## src/rtl/core_host_seq.sv

```systemverilog
// core_host_seq
//   Host-side sequencer: fetches op codes from an async-read op memory, issues
//   them to the core on op_ready, and streams DATA_LEN input bytes from an
//   async-read data memory after each load op (mode 0). Independently registers
//   and counts the core's results.
// Ports
//   i_clk, i_rst               clock, asynchronous active-high reset
//   i_start, i_num_ops         program start (sampled in IDLE/DONE) and op count
//   o_op_addr, i_op_code       op memory address / combinational read data
//   o_data_addr, i_data        data memory address / combinational read data
//   i_op_ready, o_op_valid,
//   o_op_mode                  op issue handshake toward the core
//   i_in_ready, o_in_valid,
//   o_in_data                  input byte stream toward the core
//   i_out_valid, i_out_data    core result strobe and data
//   o_res_valid, o_res_data    registered copy of the result
//   o_res_cnt                  saturating result count since start
//   o_busy, o_done             sequencer status
module core_host_seq #(
    parameter int unsigned OPW      = 4,
    parameter int unsigned DW       = 8,
    parameter int unsigned OUTW     = 14,
    parameter int unsigned DATA_LEN = 2048,
    parameter int unsigned OPAW     = 10
) (
    input  logic            i_clk,
    input  logic            i_rst,
    input  logic            i_start,
    input  logic [OPAW-1:0] i_num_ops,
    output logic [OPAW-1:0] o_op_addr,
    input  logic [OPW-1:0]  i_op_code,
    output logic [10:0]     o_data_addr,
    input  logic [DW-1:0]   i_data,
    input  logic            i_op_ready,
    output logic            o_op_valid,
    output logic [OPW-1:0]  o_op_mode,
    input  logic            i_in_ready,
    output logic            o_in_valid,
    output logic [DW-1:0]   o_in_data,
    input  logic            i_out_valid,
    input  logic [OUTW-1:0] i_out_data,
    output logic            o_res_valid,
    output logic [OUTW-1:0] o_res_data,
    output logic [15:0]     o_res_cnt,
    output logic            o_busy,
    output logic            o_done
);

    typedef enum logic [2:0] {
        S_IDLE,
        S_WAIT_RDY,
        S_ISSUE,
        S_LOAD,
        S_DONE
    } state_t;

    localparam logic [10:0] LAST_BEAT = 11'(DATA_LEN - 1);

    state_t          r_state;
    state_t          w_next;
    logic [OPAW-1:0] r_num_ops;
    logic [OPAW-1:0] r_op_idx;
    logic [OPW-1:0]  r_op_reg;
    logic [10:0]     r_data_idx;
    logic [15:0]     r_res_cnt;
    logic            r_res_valid;
    logic [OUTW-1:0] r_res_data;

    logic w_start_ok;
    logic w_last_issue;
    logic w_last_load;
    logic w_beat;
    logic w_last_beat;

    assign w_start_ok   = i_start && ((r_state == S_IDLE) || (r_state == S_DONE));
    // In ISSUE the index still points at the current op; by LOAD it has
    // already been advanced, so "last op" compares against num_ops itself.
    assign w_last_issue = (r_op_idx == (r_num_ops - OPAW'(1)));
    assign w_last_load  = (r_op_idx == r_num_ops);
    assign w_beat       = (r_state == S_LOAD) && i_in_ready;
    assign w_last_beat  = w_beat && (r_data_idx == LAST_BEAT);

    // State register
    always_ff @(posedge i_clk or posedge i_rst) begin
        if (i_rst) r_state <= S_IDLE;
        else       r_state <= w_next;
    end

    // Next-state logic
    always_comb begin
        w_next = r_state;
        case (r_state)
            S_IDLE, S_DONE: begin
                if (i_start) w_next = (i_num_ops == '0) ? S_DONE : S_WAIT_RDY;
            end
            S_WAIT_RDY: begin
                if (i_op_ready) w_next = S_ISSUE;
            end
            S_ISSUE: begin
                if (r_op_reg == '0)    w_next = S_LOAD;
                else if (w_last_issue) w_next = S_DONE;
                else                   w_next = S_WAIT_RDY;
            end
            S_LOAD: begin
                if (w_last_beat) w_next = w_last_load ? S_DONE : S_WAIT_RDY;
            end
            default: w_next = S_IDLE;
        endcase
    end

    // Outputs decoded from state only, so an async reset clears them at once
    always_comb begin
        o_op_valid = 1'b0;
        o_op_mode  = '0;
        o_in_valid = 1'b0;
        o_in_data  = '0;
        o_busy     = 1'b0;
        o_done     = 1'b0;
        case (r_state)
            S_WAIT_RDY: o_busy = 1'b1;
            S_ISSUE: begin
                o_busy     = 1'b1;
                o_op_valid = 1'b1;
                o_op_mode  = r_op_reg;
            end
            S_LOAD: begin
                o_busy     = 1'b1;
                o_in_valid = 1'b1;
                o_in_data  = i_data;
            end
            S_DONE:  o_done = 1'b1;
            default: ;
        endcase
    end

    // Sequencer datapath
    always_ff @(posedge i_clk or posedge i_rst) begin
        if (i_rst) begin
            r_num_ops  <= '0;
            r_op_idx   <= '0;
            r_op_reg   <= '0;
            r_data_idx <= '0;
        end else begin
            if (w_start_ok) begin
                r_num_ops <= i_num_ops;
                r_op_idx  <= '0;
            end
            if ((r_state == S_WAIT_RDY) && i_op_ready) r_op_reg <= i_op_code;
            if (r_state == S_ISSUE) begin
                r_op_idx   <= r_op_idx + OPAW'(1);
                r_data_idx <= '0;
            end
            if (w_last_beat)  r_data_idx <= '0;
            else if (w_beat)  r_data_idx <= r_data_idx + 11'd1;
        end
    end

    // Result path, independent of the sequencer state
    always_ff @(posedge i_clk or posedge i_rst) begin
        if (i_rst) begin
            r_res_valid <= 1'b0;
            r_res_data  <= '0;
            r_res_cnt   <= '0;
        end else begin
            r_res_valid <= i_out_valid;
            r_res_data  <= i_out_data;
            // A start in the same cycle as a result wins: that result is dropped
            if (w_start_ok)                           r_res_cnt <= '0;
            else if (i_out_valid && (r_res_cnt != '1)) r_res_cnt <= r_res_cnt + 16'd1;
        end
    end

    assign o_op_addr   = r_op_idx;
    assign o_data_addr = r_data_idx;
    assign o_res_valid = r_res_valid;
    assign o_res_data  = r_res_data;
    assign o_res_cnt   = r_res_cnt;

endmodule

```

## config.mk

```make
export PLATFORM = sky130hd
export DESIGN_NAME = core_host_seq
export DESIGN_NICKNAME = d
export VERILOG_FILES = /design/src/rtl/core_host_seq.sv
export SDC_FILE = /design/constraint.sdc
export NUM_CORES = 1
export LEC_CHECK = 0
export BUFFER_PORTS_ARGS = -buffer_cell sky130_fd_sc_hd__buf_2
export CORE_MARGIN = 2
export CORE_UTILIZATION = 51
export DETAILED_ROUTE_END_ITERATION = 6
export PLACE_DENSITY = 0.92
export SLEW_MARGIN = 20
export SYNTH_ARGS = -nofsm -noshare
export SYNTH_HDL_FRONTEND = slang
export SYNTH_SLANG_ARGS = --single-unit
```

## constraint.sdc

```tcl
create_clock -name i_clk -period 2.82 [get_ports i_clk]
set_input_delay 0.564 -clock i_clk [delete_from_list [all_inputs] [get_ports i_clk]]
set_output_delay 0.564 -clock i_clk [all_outputs]
set_load 0.005 [all_outputs]
```

==> metrics.md <==
| Metric | Value |
|---|---|
| Seq cells post-synth | 69 |
| Global-route wire length before repair | 13,900 µm |
| Iteration-0 DRC Markers | 305 |
| Startpoint Class | flip-flop |
| Hold crit path type | primary input to flip-flop |
| Skew-Pair Late Insertion Delay | between 0.3 and 0.4 ns |
| Util after Layout | 63.8% |
| Post-synth EDFFs | 0 |
| DRT Pass-1 Iters | 6 |
| WS Path Type | flip-flop to output port |
| Post-CTS Hold Fix Bufs | 0 |
| Gate Count Post-Synth | 372 |
| Routed WL | about 8300 µm |
| DR DRC count | 0 |
| Placeable Area | 0.00672 mm² |
| GRT overflow | 0 |
| Setup ws final | 0.405 ns |
| Inst Count DP | ~550 |
| Crit Path Max Fanout | 13 |
| Max FFs per register | 16 |
| Crit end category | output port |
| WP data arrival | roughly 1.9 ns |
| Clock Pin Slew Worst Setup and Hold Paths | about 0.080 ns |
| Synth async-reset ratio | 100% |
| Register area share after synthesis | approximately 50% |
| DP HPWL | 6220 µm |
| Number of global-route vias before repair | 2,978 |
| Pins over their slew limit | 0 |
| Synth cell count leaders | dfrtp_1, nand2_1, nor2_1, o21ai_0, nand3_1 |
| Slew @ Worst Pin | between 0.7 and 0.8 ns |
| Min Tclk post-route | 2.42 ns |
| Post-DRT Antenna Nets | 0 |
| Ant. Diodes | 0 |
| Syn avg cell area | 9.43 µm² |
| Synthesis Warnings | 0 |
| Max-slew headroom | 48.9% |
| P per Cell Area | a little over 500 mW/mm² |
| Crit path required time | 2.26 ns |
| Static Leakage | 2.05 nW |
| Final setup TNS | 0 ns |
| Largest net degree at the start of global routing | 36 |
| Run status | completed |
| Final Cycle Share | a little under nine tenths |
| Cts bufs inserted | 9 |
| H-tree depth | 3 |
| Finished Layout Cells | roughly 570 |
| Die area | between 0.007 and 0.008 mm² |
| RSZ-0062 raised after global routing | no |
| Root Driver | clkbuf_8 |
| Layout area overhead | 22.2% |
| Most frequent cell after synthesis | dfrtp_1 |
| Synthesized Nets | 418 |
| I/O Pins | 110 |
| Max cap viols | 0 |
| Avg WL per Cell | 14.8 µm |
| Final hold violations | 0 |
| Area contributors post-synth | dfrtp_1, nand2_1, o21ai_0 |
| Yosys top cell by area | dfrtp_1 |
| Vias per cell | roughly 5.7 |
| Top cell type's share of synthesized area | ~49% |
| DR vias | about 3,200 |
| Worst path slowest cell | dfrtp_1 |
| Cell Chain, Critical Path | inv_1 -> or3_1 -> inv_2 -> and2_1 -> buf_2 |
| Die outline width | between 80 and 90 µm |
| Final nets | about 530 |
| Mapped Area | 0.00351 mm² |
| Post-CTS setup buffer count | 0 |
| Port bufs | 109 |
| Crit path max-delay family | simple AND/OR/NAND/NOR gates |
| Worst path max stage delay | 0.48 ns |
| Final setup viols | 0 |
| Final Hold Slack | 0.315 ns |
| Max Clk Rate | 414 MHz |
| Maximum clock path buffer count | 2 |
| Pre-CTS setup slack | 0.706 ns |
| Skew final | 0.00934 ns |
| GRT Util Overall | 23.5% |
| Primary FF master, synth | dfrtp_1 |
| Post-cts resize count | 0 |
| Final Wtd Congestion | 0.915 |
| Num rows | 30 |
| Share of cells above drive strength 1 | between 20% and 30% |
| Library cells used by synthesis | 51 |
| CP Buf/Inv Count | 3 |
| Initial Util | 52.2% |
| Die Span Y | 87.0 µm |
| Worst vdd ir | 416 µV |
| Clock Sinks | between 60 and 70 |
| Initial antenna violation count | 0 |
| CTS tree | yes |
==> placed cells by master, fill, tap and decap left out, types with 2 or more instances in the layout <==
master | synthesis | routed
buf_2 | 3 | 109
nor3_1 | 7 | 7
inv_6 | 0 | 3
dfrtp_1 | 69 | 69
nand2_1 | 55 | 55
and2_1 | 13 | 13
nand2b_1 | 2 | 2
a22o_1 | 2 | 2
a21o_1 | 2 | 2
ha_1 | 4 | 4
nor2_1 | 32 | 32
nor4_1 | 6 | 6
xnor2_1 | 13 | 13
inv_2 | 1 | 2
nand3_1 | 18 | 18
o41ai_1 | 2 | 2
nor3b_1 | 2 | 2
a31oi_1 | 5 | 5
and2_0 | 2 | 2
a21oi_1 | 12 | 12
a211oi_1 | 2 | 2
o31ai_1 | 5 | 5
clkbuf_8 | 0 | 9
inv_1 | 11 | 10
clkinv_4 | 0 | 2
or3_1 | 3 | 3
o21ai_0 | 29 | 29
nand4_1 | 15 | 15
nor4_2 | 2 | 2
and3_1 | 5 | 5
xor2_1 | 15 | 15
mux2i_1 | 3 | 3
mux2_2 | 4 | 4
==> metrics by stage <==
| stage | total power, mW | area, µm² |
|---|---|---|
| floorplan | 1.30 | 3510 |
| global placement | 1.44 | 4110 |
| detailed placement | 1.46 | 4110 |
| CTS | 2.20 | 4290 |
| global route | 2.31 | 4290 |
| finish | 2.18 | 4290 |
==> power by group <==
group	leakage (nW)	switching [mW]	internal, mW	total, mW
sequential	0.840	0.0905	1.06	1.15
combinational	1.12	0.148	0.142	0.291
clock	0.0906	0.412	0.329	0.741
==> cells by family after synthesis <==
group / after synthesis / synth area share, %
buf+inv: 26 / 3.39
mux: 7 / 2.14
fa+ha+maj: 4 / 1.43
simple gates: 170 / 24.8
compound gates: 68 / 12.1
flops: 69 / 49.2
xor+xnor: 28 / 6.99
==> final timing paths <==
kind | start | endpoint | slack, ns | depth (start not counted)
hold / removal | i_out_data[8] | o_res_data[8] | 0.32 | 1
hold reg to reg | o_data_addr[5] | o_data_addr[5] | 0.52 | 1
min in group asynchronous | i_rst | o_res_data[11] | 0.35 | 2
setup reg to reg | o_data_addr[0] | o_data_addr[4] | 0.58 | 7
setup / recovery | r_state[1] | o_op_mode[1] | 0.40 | 5
max in group asynchronous | i_rst | r_num_ops[8] | 1.82 | 3
==> per-layer routing <==
layer	share of wire (%)	track usage (%)	routed length [µm]
met5	0	0	0
met4	2.1	8.52	179
met3	8.1	7.96	672
met2	49	36.9	4110
met1	40	30.2	3380
==> area by class of cell <==
cell class              count  area (µm²)
inverters                  12        45.0
multi-input cells         277        1660
clock buffers               9         124
repair buffers            111         573
flip-flops and latches     69        1730
clock inverters             7        56.3
well taps                  80         100
fillers                   548        2430
Note: power is estimated with default switching activity, not from simulation.
